### src/rtl/if_pkg.sv
// Shared types and constants for the instruction-fetch stage.
package if_pkg;

    localparam logic [31:0] NOP_INSTR = 32'h0000_0013;

    typedef enum logic [1:0] {
        IDLE,
        RUN,
        DRAIN
    } fetch_state_e;

    typedef struct packed {
        logic [31:0] instr;
        logic [31:0] pc;
    } fetch_entry_t;

    localparam fetch_entry_t NOP_ENTRY = '{instr: NOP_INSTR, pc: 32'h0000_0000};

endpackage

### src/rtl/if_fetch_buf.sv
// Two-entry FIFO of fetched {instr, pc} pairs; the head reads as a NOP entry when empty.
module fetch_buf
    import if_pkg::*;
(
    input  logic        clk_i,
    input  logic        reset_ni,
    input  logic        flush,
    input  logic        push,
    input  logic [31:0] push_instr,
    input  logic [31:0] push_pc,
    input  logic        pop,
    output logic        head_valid,
    output logic [31:0] head_instr,
    output logic [31:0] head_pc,
    output logic [1:0]  count
);

    fetch_entry_t entry_q [2];
    fetch_entry_t push_entry;
    fetch_entry_t head;
    logic [1:0]   count_q;
    logic         do_push;
    logic         do_pop;
    logic         wr_idx;

    assign do_pop     = pop && (count_q != 2'd0);
    assign do_push    = push && ((count_q != 2'd2) || do_pop);
    // Slot that the incoming word lands in once this cycle's pop has shifted the queue.
    assign wr_idx     = do_pop ? (count_q == 2'd2) : (count_q == 2'd1);
    assign push_entry = '{instr: push_instr, pc: push_pc};

    always_ff @(posedge clk_i) begin
        if (!reset_ni) begin
            count_q <= 2'd0;
        end else if (flush) begin
            count_q <= 2'd0;
        end else begin
            count_q <= count_q + {1'b0, do_push} - {1'b0, do_pop};
        end
    end

    // NOTE: entry storage is not reset; count_q alone decides validity, so stale data never leaks.
    always_ff @(posedge clk_i) begin
        if (do_pop) begin
            entry_q[0] <= entry_q[1];
        end
        // NOTE: the later non-blocking write wins, so a push into slot 0 overrides the shift.
        if (do_push) begin
            entry_q[wr_idx] <= push_entry;
        end
    end

    assign head_valid = (count_q != 2'd0);
    assign head       = head_valid ? entry_q[0] : NOP_ENTRY;
    assign head_instr = head.instr;
    assign head_pc    = head.pc;
    assign count      = count_q;

endmodule

### src/rtl/if_fetch_unit.sv
// Instruction-fetch stage: drives the PC, issues single-outstanding memory requests and
// feeds a two-entry queue towards the IF/ID register; redirects flush and drain stale data.
module if_fetch_unit
    import if_pkg::*;
#(
    parameter logic [31:0] RESET_PC = 32'h0000_0000
) (
    input  logic        clk_i,
    input  logic        reset_ni,
    input  logic        id_ready_i,
    input  logic        redirect_i,
    input  logic [31:0] redirect_pc_i,
    output logic        imem_req_o,
    output logic [31:0] imem_addr_o,
    input  logic        imem_rvalid_i,
    input  logic [31:0] imem_rdata_i,
    output logic        valid_o,
    output logic [31:0] instr_o,
    output logic [31:0] pc_o
);

    fetch_state_e state_q;
    fetch_state_e state_d;
    logic [31:0]  fetch_pc_q;
    logic [31:0]  fetch_pc_d;
    logic         outst_q;
    logic         outst_d;
    logic         issue;

    logic [1:0]   count;
    logic         head_valid;
    logic [31:0]  head_instr;
    logic [31:0]  head_pc;
    logic         pop;
    logic         push;
    logic         rsp_accept;
    logic [2:0]   occ_after;
    logic         unused_redirect_lsbs;

    assign unused_redirect_lsbs = ^redirect_pc_i[1:0];

    assign pop        = head_valid && id_ready_i && !redirect_i;
    assign rsp_accept = imem_rvalid_i && outst_q;
    assign push       = rsp_accept && (state_q == RUN) && !redirect_i;
    // Queue occupancy once the in-flight word (if any) lands and this cycle's pop retires.
    assign occ_after  = {1'b0, count} + {2'b00, outst_q} - {2'b00, pop};

    // NOTE: every output of this block gets a default first, so no path can infer a latch.
    always_comb begin
        state_d    = state_q;
        fetch_pc_d = fetch_pc_q;
        outst_d    = outst_q;
        issue      = 1'b0;

        case (state_q)
            IDLE:    state_d = RUN;
            RUN:     issue = !redirect_i && (!outst_q || imem_rvalid_i) && (occ_after < 3'd2);
            DRAIN:   if (rsp_accept) state_d = RUN;
            default: state_d = IDLE;
        endcase

        if (issue) begin
            fetch_pc_d = fetch_pc_q + 32'd4;
            outst_d    = 1'b1;
        end else if (rsp_accept) begin
            outst_d    = 1'b0;
        end

        // A redirect overrides everything; a still-pending stale response forces DRAIN.
        if (redirect_i) begin
            fetch_pc_d = {redirect_pc_i[31:2], 2'b00};
            state_d    = (outst_q && !imem_rvalid_i) ? DRAIN : RUN;
        end
    end

    always_ff @(posedge clk_i) begin
        if (!reset_ni) begin
            state_q    <= IDLE;
            fetch_pc_q <= RESET_PC;
            outst_q    <= 1'b0;
        end else begin
            state_q    <= state_d;
            fetch_pc_q <= fetch_pc_d;
            outst_q    <= outst_d;
        end
    end

    assign imem_req_o  = issue;
    assign imem_addr_o = issue ? fetch_pc_q : 32'h0000_0000;

    // Only one request is ever in flight and fetch_pc has advanced past it, so its PC is fetch_pc - 4.
    fetch_buf u_fetch_buf (
        .clk_i      (clk_i),
        .reset_ni   (reset_ni),
        .flush      (redirect_i),
        .push       (push),
        .push_instr (imem_rdata_i),
        .push_pc    (fetch_pc_q - 32'd4),
        .pop        (pop),
        .head_valid (head_valid),
        .head_instr (head_instr),
        .head_pc    (head_pc),
        .count      (count)
    );

    assign valid_o = head_valid;
    assign instr_o = head_instr;
    assign pc_o    = head_pc;

endmodule

### config.mk
export PLATFORM = sky130hd
export DESIGN_NAME = if_fetch_unit
export DESIGN_NICKNAME = d
export VERILOG_FILES = /design/src/rtl/if_pkg.sv /design/src/rtl/if_fetch_buf.sv /design/src/rtl/if_fetch_unit.sv
export SDC_FILE = /design/constraint.sdc
export NUM_CORES = 1
export LEC_CHECK = 0
export CAP_MARGIN = 20
export CORE_MARGIN = 5
export CORE_UTILIZATION = 51
export DETAILED_ROUTE_END_ITERATION = 6
export MAX_ROUTING_LAYER = met4
export PLACE_DENSITY = 0.8
export SLEW_MARGIN = 10
export SYNTH_ARGS = -nofsm -noshare
export SYNTH_HDL_FRONTEND = slang
export SYNTH_SLANG_ARGS = --single-unit
### constraint.sdc
create_clock -name clk_i -period 11.7 [get_ports clk_i]
set_input_delay 3.51 -clock clk_i [delete_from_list [all_inputs] [get_ports clk_i]]
set_output_delay 3.51 -clock clk_i [all_outputs]
set_load 0.02 [all_outputs]
==> results.yml, run 1 <==
run_status:
  run_status: "finished clean"
routing:
  via_per_inst: 5.57
  num_vias: 5619
  drt_iter0_markers: 317
  routed_wl_um: 17900
  wl_per_cell_um: 17.7
  ant_nets: 0
  drc: 0
  drtPass1Iterations: 4
worst_setup_path:
  critical_path.cell_chain: "clkdlybuf4s50_1, nand2b_1, nor2_1, ha_1, nand2b_1, fa_1, xor2_1, or4b_1, clkinv_2, and2_1, clkdlybuf4s50_1"
  crit_fanout: 45
  start_kind: "input pin"
  critPathSlowestCell: "clkdlybuf4s50_1"
  worstSetupPathType: "in -> out"
  cp.arrival_ns: 7.18
  slowest_delay_ns: 0.61
  cp.required_ns: 8.19
  end_kind: "primary output"
clock_tree:
  tritoncts: "done"
  cts_buffers: 17
  clk_latency_ns: 0.42
  cts_resized: 0
  post_cts_buffers: 0
  ctsHtreeMaxLevel: 4
  cts_root_buffer: "clkbuf_16"
  clk_pin_slew_worst_paths_ns: 0.07
  clock-sinks: 159
  postCtsHoldBufs: 0
  clockBufferDepth: 2
placement:
  gp_congestion: 0.896
  port_buffers: 160
  post-dp-hpwl_um: 12000
finish:
  num-fill-cells: 1134
  final_common_cell: "clkdlybuf4s50_1"
  multi_input_area_um2: 3160
  utilization_pct: 67.2
  drive_above_1_share_pct: 13.3
  antennaDiodeCount: 0
  nNetsFinal: 883
  final_cell_mix: "clkdlybuf4s50_1 (160), edfxtp_1 (124), nor2b_1 (60)"
  syn_to_final_growth_pct: 29.8
  register_area_um2: 4420
power:
  power.total_mw: 1.32
  p_seq_share_pct: 47.8
  p_leak_nw: 3.47
  irDropWorstVdd_mv: 0.105
  p_clk_share_pct: 44.4
  power.density_nw_per_um2: 131
  p_switching_mw: 0.298
  internal-power_mw: 1.03
  power_frac_comb_pct: 7.8
  p_sw_share_pct: 22.5
die:
  dieArea_um2: 17900
  rows: 45
  die_h_um: 134
  initial_core_util_pct: 51.8
  die_w_um: 134
  coreArea_um2: 15100
  io_pins: 167
sta:
  fin_crit_sh_pct: 91.4
  max_slew.worst_pin.slew_ns: 1.01
  max_slew_margin_pct: 31.8
  fmax_mhz: 93.5
  totalNegativeSetupSlack_ns: 0
  rsz0062_at_grt: "false"
  hold_viol: 0
  finClkSkew_ns: 0.0102
  slew_viol_final: 0
  setup_viol: 0
  finalCriticalPeriod_ns: 10.69
run:
  cap_violations: 0
synthesis:
  synthTopCellsByArea: "edfxtp_1 (48%), dfxtp_1 (9.0%), mux2_2 (7.6%)"
  syn_area_um2: 7810
  ys_seq_area_share_pct: 56.6
  synth_seq_cells: 159
  ys_warn_count: 0
  async_reset_ff_share_pct: 0
  synth_enable_flop_cells: 124
  synth_area_per_cell_um2: 11.5
  synth_ff_type: "edfxtp_1"
  synth_cells: 677
  synth_top_cell_area_share_pct: 47.6
  yosys.area.top_type: "edfxtp_1"
  yosysUniqueCellTypes: 54
global_routing:
  grt_max_degree: 67
  track_usage_pct: 21.0
  grt_pass1_vias: 5649
  grt_pass1_wl_um: 29300
  gr-total-overflow: 0
  antenna_found_initial: 0
min_path:
  hold_path_class: "reg -> reg"
[synthesized netlist by cell type (3+ instances only)]
cell	count
and3_1	9
a22oi_1	4
nand2b_1	5
buf_2	13
nor3_1	13
clkbuf_1	35
nand3_1	19
nand4b_1	3
o21a_1	4
a32oi_1	3
nor2_1	38
and2_1	26
inv_1	11
o21ai_0	20
dfxtp_1	35
ha_1	5
edfxtp_1	124
xnor2_1	18
mux2_2	53
buf_4	4
a31oi_1	6
a21oi_1	30
nor2b_1	60
nand4_1	20
or3_1	6
nor4_1	8
nand2_1	31
or4_1	5
or2_2	4
xor2_1	21
buf_1	5
mux2_1	7
mux2i_1	4
a2bb2oi_1	3
[registers in the layout, summed over array words and instances, names as in the netlist]
name	count
fetch_pc_q	30
u_fetch_buf.entry_q	124
state_q	2
outst_q	1
u_fetch_buf.count	2
[power by group through the flow]
stage                     Clock (mW)  Combinational, mW  Sequential (mW)
final                          0.588              0.103            0.633
after detailed placement           0              0.102            0.644
after CTS                      0.597              0.103            0.632
after global placement             0             0.0993            0.644
after floorplan                    0             0.0689            0.632
after global routing           0.627              0.112            0.634
[cell type report]
cell class / instances / share of cell area (%)
Clock buffer: 17 / 4.19
Clock inverter: 15 / 2.04
Inverter: 12 / 0.456
Multi-Input combinational cell: 452 / 31.1
Sequential cell: 159 / 43.6
Tap cell: 188 / 2.32
Timing Repair Buffer: 166 / 16.2
[path summary, 6_finish.rpt]
check / startpoint / end / slack, ns / cells past startpoint
setup / recovery: redirect_i / imem_addr_o[26] / 1.01 / 11
hold / removal: u_fetch_buf.entry_q[1][3] / u_fetch_buf.entry_q[0][3] / 0.53 / 2
setup reg to reg: u_fetch_buf.count[1] / fetch_pc_q[20] / 7.50 / 12
hold reg to reg: u_fetch_buf.entry_q[1][3] / u_fetch_buf.entry_q[0][3] / 0.53 / 2
[stage by stage]
step	worst slack [ns]	hold slack [ns]	instance area, um2	instances
finish	1.01	0.527	10100	1009
global route	0.828	0.551	10100	1009
CTS	1.02	0.534	10100	1009
detailed placement	1.03	0.513	9510	977
global placement	1.11	0.509	9510	977
floorplan	1.02	0.496	7830	680
[cell families (layout without fill, tap and decap cells)]
group                      after synthesis  in the layout  synth area share (%)
muxes                                   64             64                  9.16
DFF                                    159            159                  56.6
adders and majority gates                6              6                  1.06
buffers and inverters                   69            210                  3.73
and+or+nand+nor                        261            261                  19.0
AOI/OAI and AO/OA                       77             77                  5.78
other                                    1              4                0.0480
xor gates and xnor gates                40             40                  4.58
[critical path, delay by kind of cell]
| family | cells | cell delay (ns) |
|---|---|---|
| buffers and inverters | 3 | 1.51 |
| adders and majority gates | 2 | 0.66 |
| xor gates and xnor gates | 1 | 0.15 |
| and+or+nand+nor | 5 | 1.32 |
[routing by layer]
metal	vias to the layer above	global-route usage, %	share of wire (%)
met5	-	-	0
li1	2692	-	-
met3	23	4.09	7.2
met4	0	6.57	1.3
met2	263	31.2	45
met1	2641	29.3	46
(Power assumes the default switching activity.)
==> run 2, diff against run 1 <==
- CORE_UTILIZATION: 51 -> 55
- PLACE_DENSITY: 0.8 -> 0.82
- REMOVE_ABC_BUFFERS: not set -> 1
- SYNTH_HIERARCHICAL: not set -> 1
==> run 2 against run 1 <==
  * Die area is 20% higher
  * First-iteration DRC count grew 91%
  * Global-route usage increased by 3.2 points
  * Synthesized area is 31% higher
  * Clock power decreased by 6.6%
  * Sequential power rose by 2%
  * Maximum frequency increased by 2.0%
  * Synthesized cell count grew 54%
  * Critical path type unchanged
  * Highest routed layer unchanged
==> results.yml, run 2 <==
clock_tree:
  cts_root_buffer: "clkbuf_16"
  ctsHtreeMaxLevel: 4
  clockBufferDepth: 2
  tritoncts: "done"
  cts_resized: 0
  postCtsHoldBufs: 0
  cts_buffers: 17
  clk_latency_ns: 0.41
  post_cts_buffers: 0
  clk_pin_slew_worst_paths_ns: 0.06
  clock-sinks: 163
synthesis:
  yosys.area.top_type: "edfxtp_1"
  yosys-top-cells-count: "edfxtp_1 (128), nor2_1 (100), a21oi_1 (88), and2_1 (88), nand2b_1 (74)"
  synth_cells: 1041
  syn_area_um2: 10200
  synth_seq_cells: 163
  synthTopCellsByArea: "edfxtp_1 (38%), dfxtp_1 (6.8%), a211oi_2 (5.9%)"
  synth_most_common_cell: "edfxtp_1"
  async_reset_ff_share_pct: 0
  synth_area_per_cell_um2: 9.84
  synth_ff_type: "edfxtp_1"
  yosysUniqueCellTypes: 64
  ys_seq_area_share_pct: 44.4
  synth_top_cell_area_share_pct: 37.5
  ys_warn_count: 6
  synth_enable_flop_cells: 128
placement:
  placed_cells: 1353
  pre_cts_ws_ns: 1.21
  gp_congestion: 0.885
  post-dp-hpwl_um: 15800
  port_buffers: 162
die:
  rows: 50
  coreArea_um2: 18500
  die_h_um: 146
  die_w_um: 146
  initial_core_util_pct: 55.3
  dieArea_um2: 21500
  io_pins: 167
sta:
  setup_viol: 0
  max_slew_margin_pct: 30.8
  setup_ws_ns: 1.21
  slew_viol_final: 0
  finalCriticalPeriod_ns: 10.49
  fmax_mhz: 95.4
  hold_viol: 0
  finClkSkew_ns: 0.00773
  rsz0062_at_grt: "false"
  fin_crit_sh_pct: 89.6
  totalNegativeSetupSlack_ns: 0
  max_slew.worst_pin.slew_ns: 1.04
routing:
  routed_wl_um: 25500
  via_per_inst: 6.04
  drtPass1Iterations: 5
  wl_per_cell_um: 18.4
  num_vias: 8364
  drt_iter0_markers: 606
  ant_nets: 0
  drc: 0
power:
  irDropWorstVdd_mv: 0.0860
  power_frac_comb_pct: 8.4
  p_clk_share_pct: 42.0
  p_sw_share_pct: 22.9
  power.density_nw_per_um2: 106
  internal-power_mw: 1.01
  p_leak_nw: 4.12
  p_seq_share_pct: 49.5
  p_switching_mw: 0.300
finish:
  nNetsFinal: 1213
  drive_above_1_share_pct: 15.2
  instances_no_fill: 1385
  reg_top3: "u_fetch_buf/entry_q: 128 flops, fetch_pc_q: 30 flops"
  regMostFlops: "u_fetch_buf/entry_q"
  multi_input_area_um2: 5170
  final_common_cell: "clkdlybuf4s50_1"
  syn_to_final_growth_pct: 20.6
  register_area_um2: 4550
  num-fill-cells: 1477
  antennaDiodeCount: 0
  final_cell_mix: "clkdlybuf4s50_1 (162), edfxtp_1 (128), nor2_1 (99)"
  utilization_pct: 66.7
  largest_reg_flops: 128
worst_setup_path:
  startpoint: "redirect_i"
  rrSetupSlack_ns: 7.64
  reg2reg_depth: 12
  cp.arrival_ns: 6.98
  worstSetupPathType: "in -> out"
  cp-endpoint: "imem_addr_o[27]"
  cp.required_ns: 8.19
  reg2reg_from: "u_fetch_buf/count[1]"
  end_kind: "primary output"
  r2r_end: "fetch_pc_q[28]"
  start_kind: "input pin"
  crit_fanout: 23
global_routing:
  grt_pass1_wl_um: 41800
  antenna_found_initial: 0
  gr-total-overflow: 0
  grt_pass1_vias: 8115
  track_usage_pct: 24.2
  grt_max_degree: 89
run:
  cap_violations: 0
min_path:
  hold_path_class: "reg -> reg"
run_status:
  run_status: "finished clean"
run 2: cell families after synthesis:
group | share of synthesized area (%)
DFF | 44.4
muxes | 0.916
other | 0.0366
AOI/OAI and AO/OA | 18.7
xor gates and xnor gates | 2.82
adders and majority gates | 0.806
buffers and inverters | 5.57
and+or+nand+nor | 26.8
run 2: power groups by stage:
stage	clock [mW]	sequential, mW	combinational, mW
finish	0.549	0.647	0.110
global route	0.585	0.648	0.120
CTS	0.559	0.647	0.110
detailed placement	0	0.659	0.109
global placement	0	0.659	0.107
floorplan	0	0.655	0.0595
run 2: final cells by class:
type | count | share of cell area, %
clock buffers | 23 | 3.79
clock inverters | 9 | 0.851
inverters | 13 | 0.395
multi-input cells | 769 | 41.9
flip-flops and latches | 163 | 36.9
well taps | 234 | 2.37
repair buffers | 174 | 13.9
run 2: per-stage QoR:
step,cell area (um2),hold WS (ns),power [mW]
6_report,12400,0.547,1.31
5_1_grt,12400,0.571,1.35
4_1_cts,12400,0.544,1.32
3_5_place_dp,11800,0.533,0.768
3_3_place_gp,11800,0.507,0.766
2_1_floorplan,9750,0.487,0.714
run 2: how the worst min path moves through the flow:
stage	from	end	slack (ns)	depth (start not counted)
after floorplan	fetch_pc_q[3]	fetch_pc_q[3]	0.49	2
after global placement	fetch_pc_q[3]	fetch_pc_q[3]	0.51	2
after detailed placement	fetch_pc_q[3]	fetch_pc_q[3]	0.53	2
after CTS	fetch_pc_q[3]	fetch_pc_q[3]	0.54	2
after global routing	outst_q	state_q[1]	0.57	2
final	fetch_pc_q[3]	fetch_pc_q[3]	0.55	2
run 2: critical path, cell delays in order:
cell	delay, ns
clkdlybuf4s50_1	0.41
inv_1	0.06
buf_4	0.25
and3_1	0.37
ha_1	0.29
nand2b_1	0.15
fa_1	0.38
xnor2_1	0.21
nand4_1	0.15
inv_1	0.09
buf_4	0.26
and2_1	0.20
clkdlybuf4s50_1	0.64
run 2: routing by layer:
metal | global-route usage [%] | vias to the layer above | routed length (um)
met1 | 32.5 | 3997 | 11100
met2 | 38.2 | 344 | 12200
li1 | - | 3990 | -
met5 | - | - | 0
met3 | 4.03 | 33 | 1710
met4 | 6.68 | 0 | 397
==> run 3, diff against run 2 <==
- HOLD_SLACK_MARGIN: not set -> 0.12
==> results of run 3 <==
No change in the layout: final DEF, timing and power equal those of run 2.
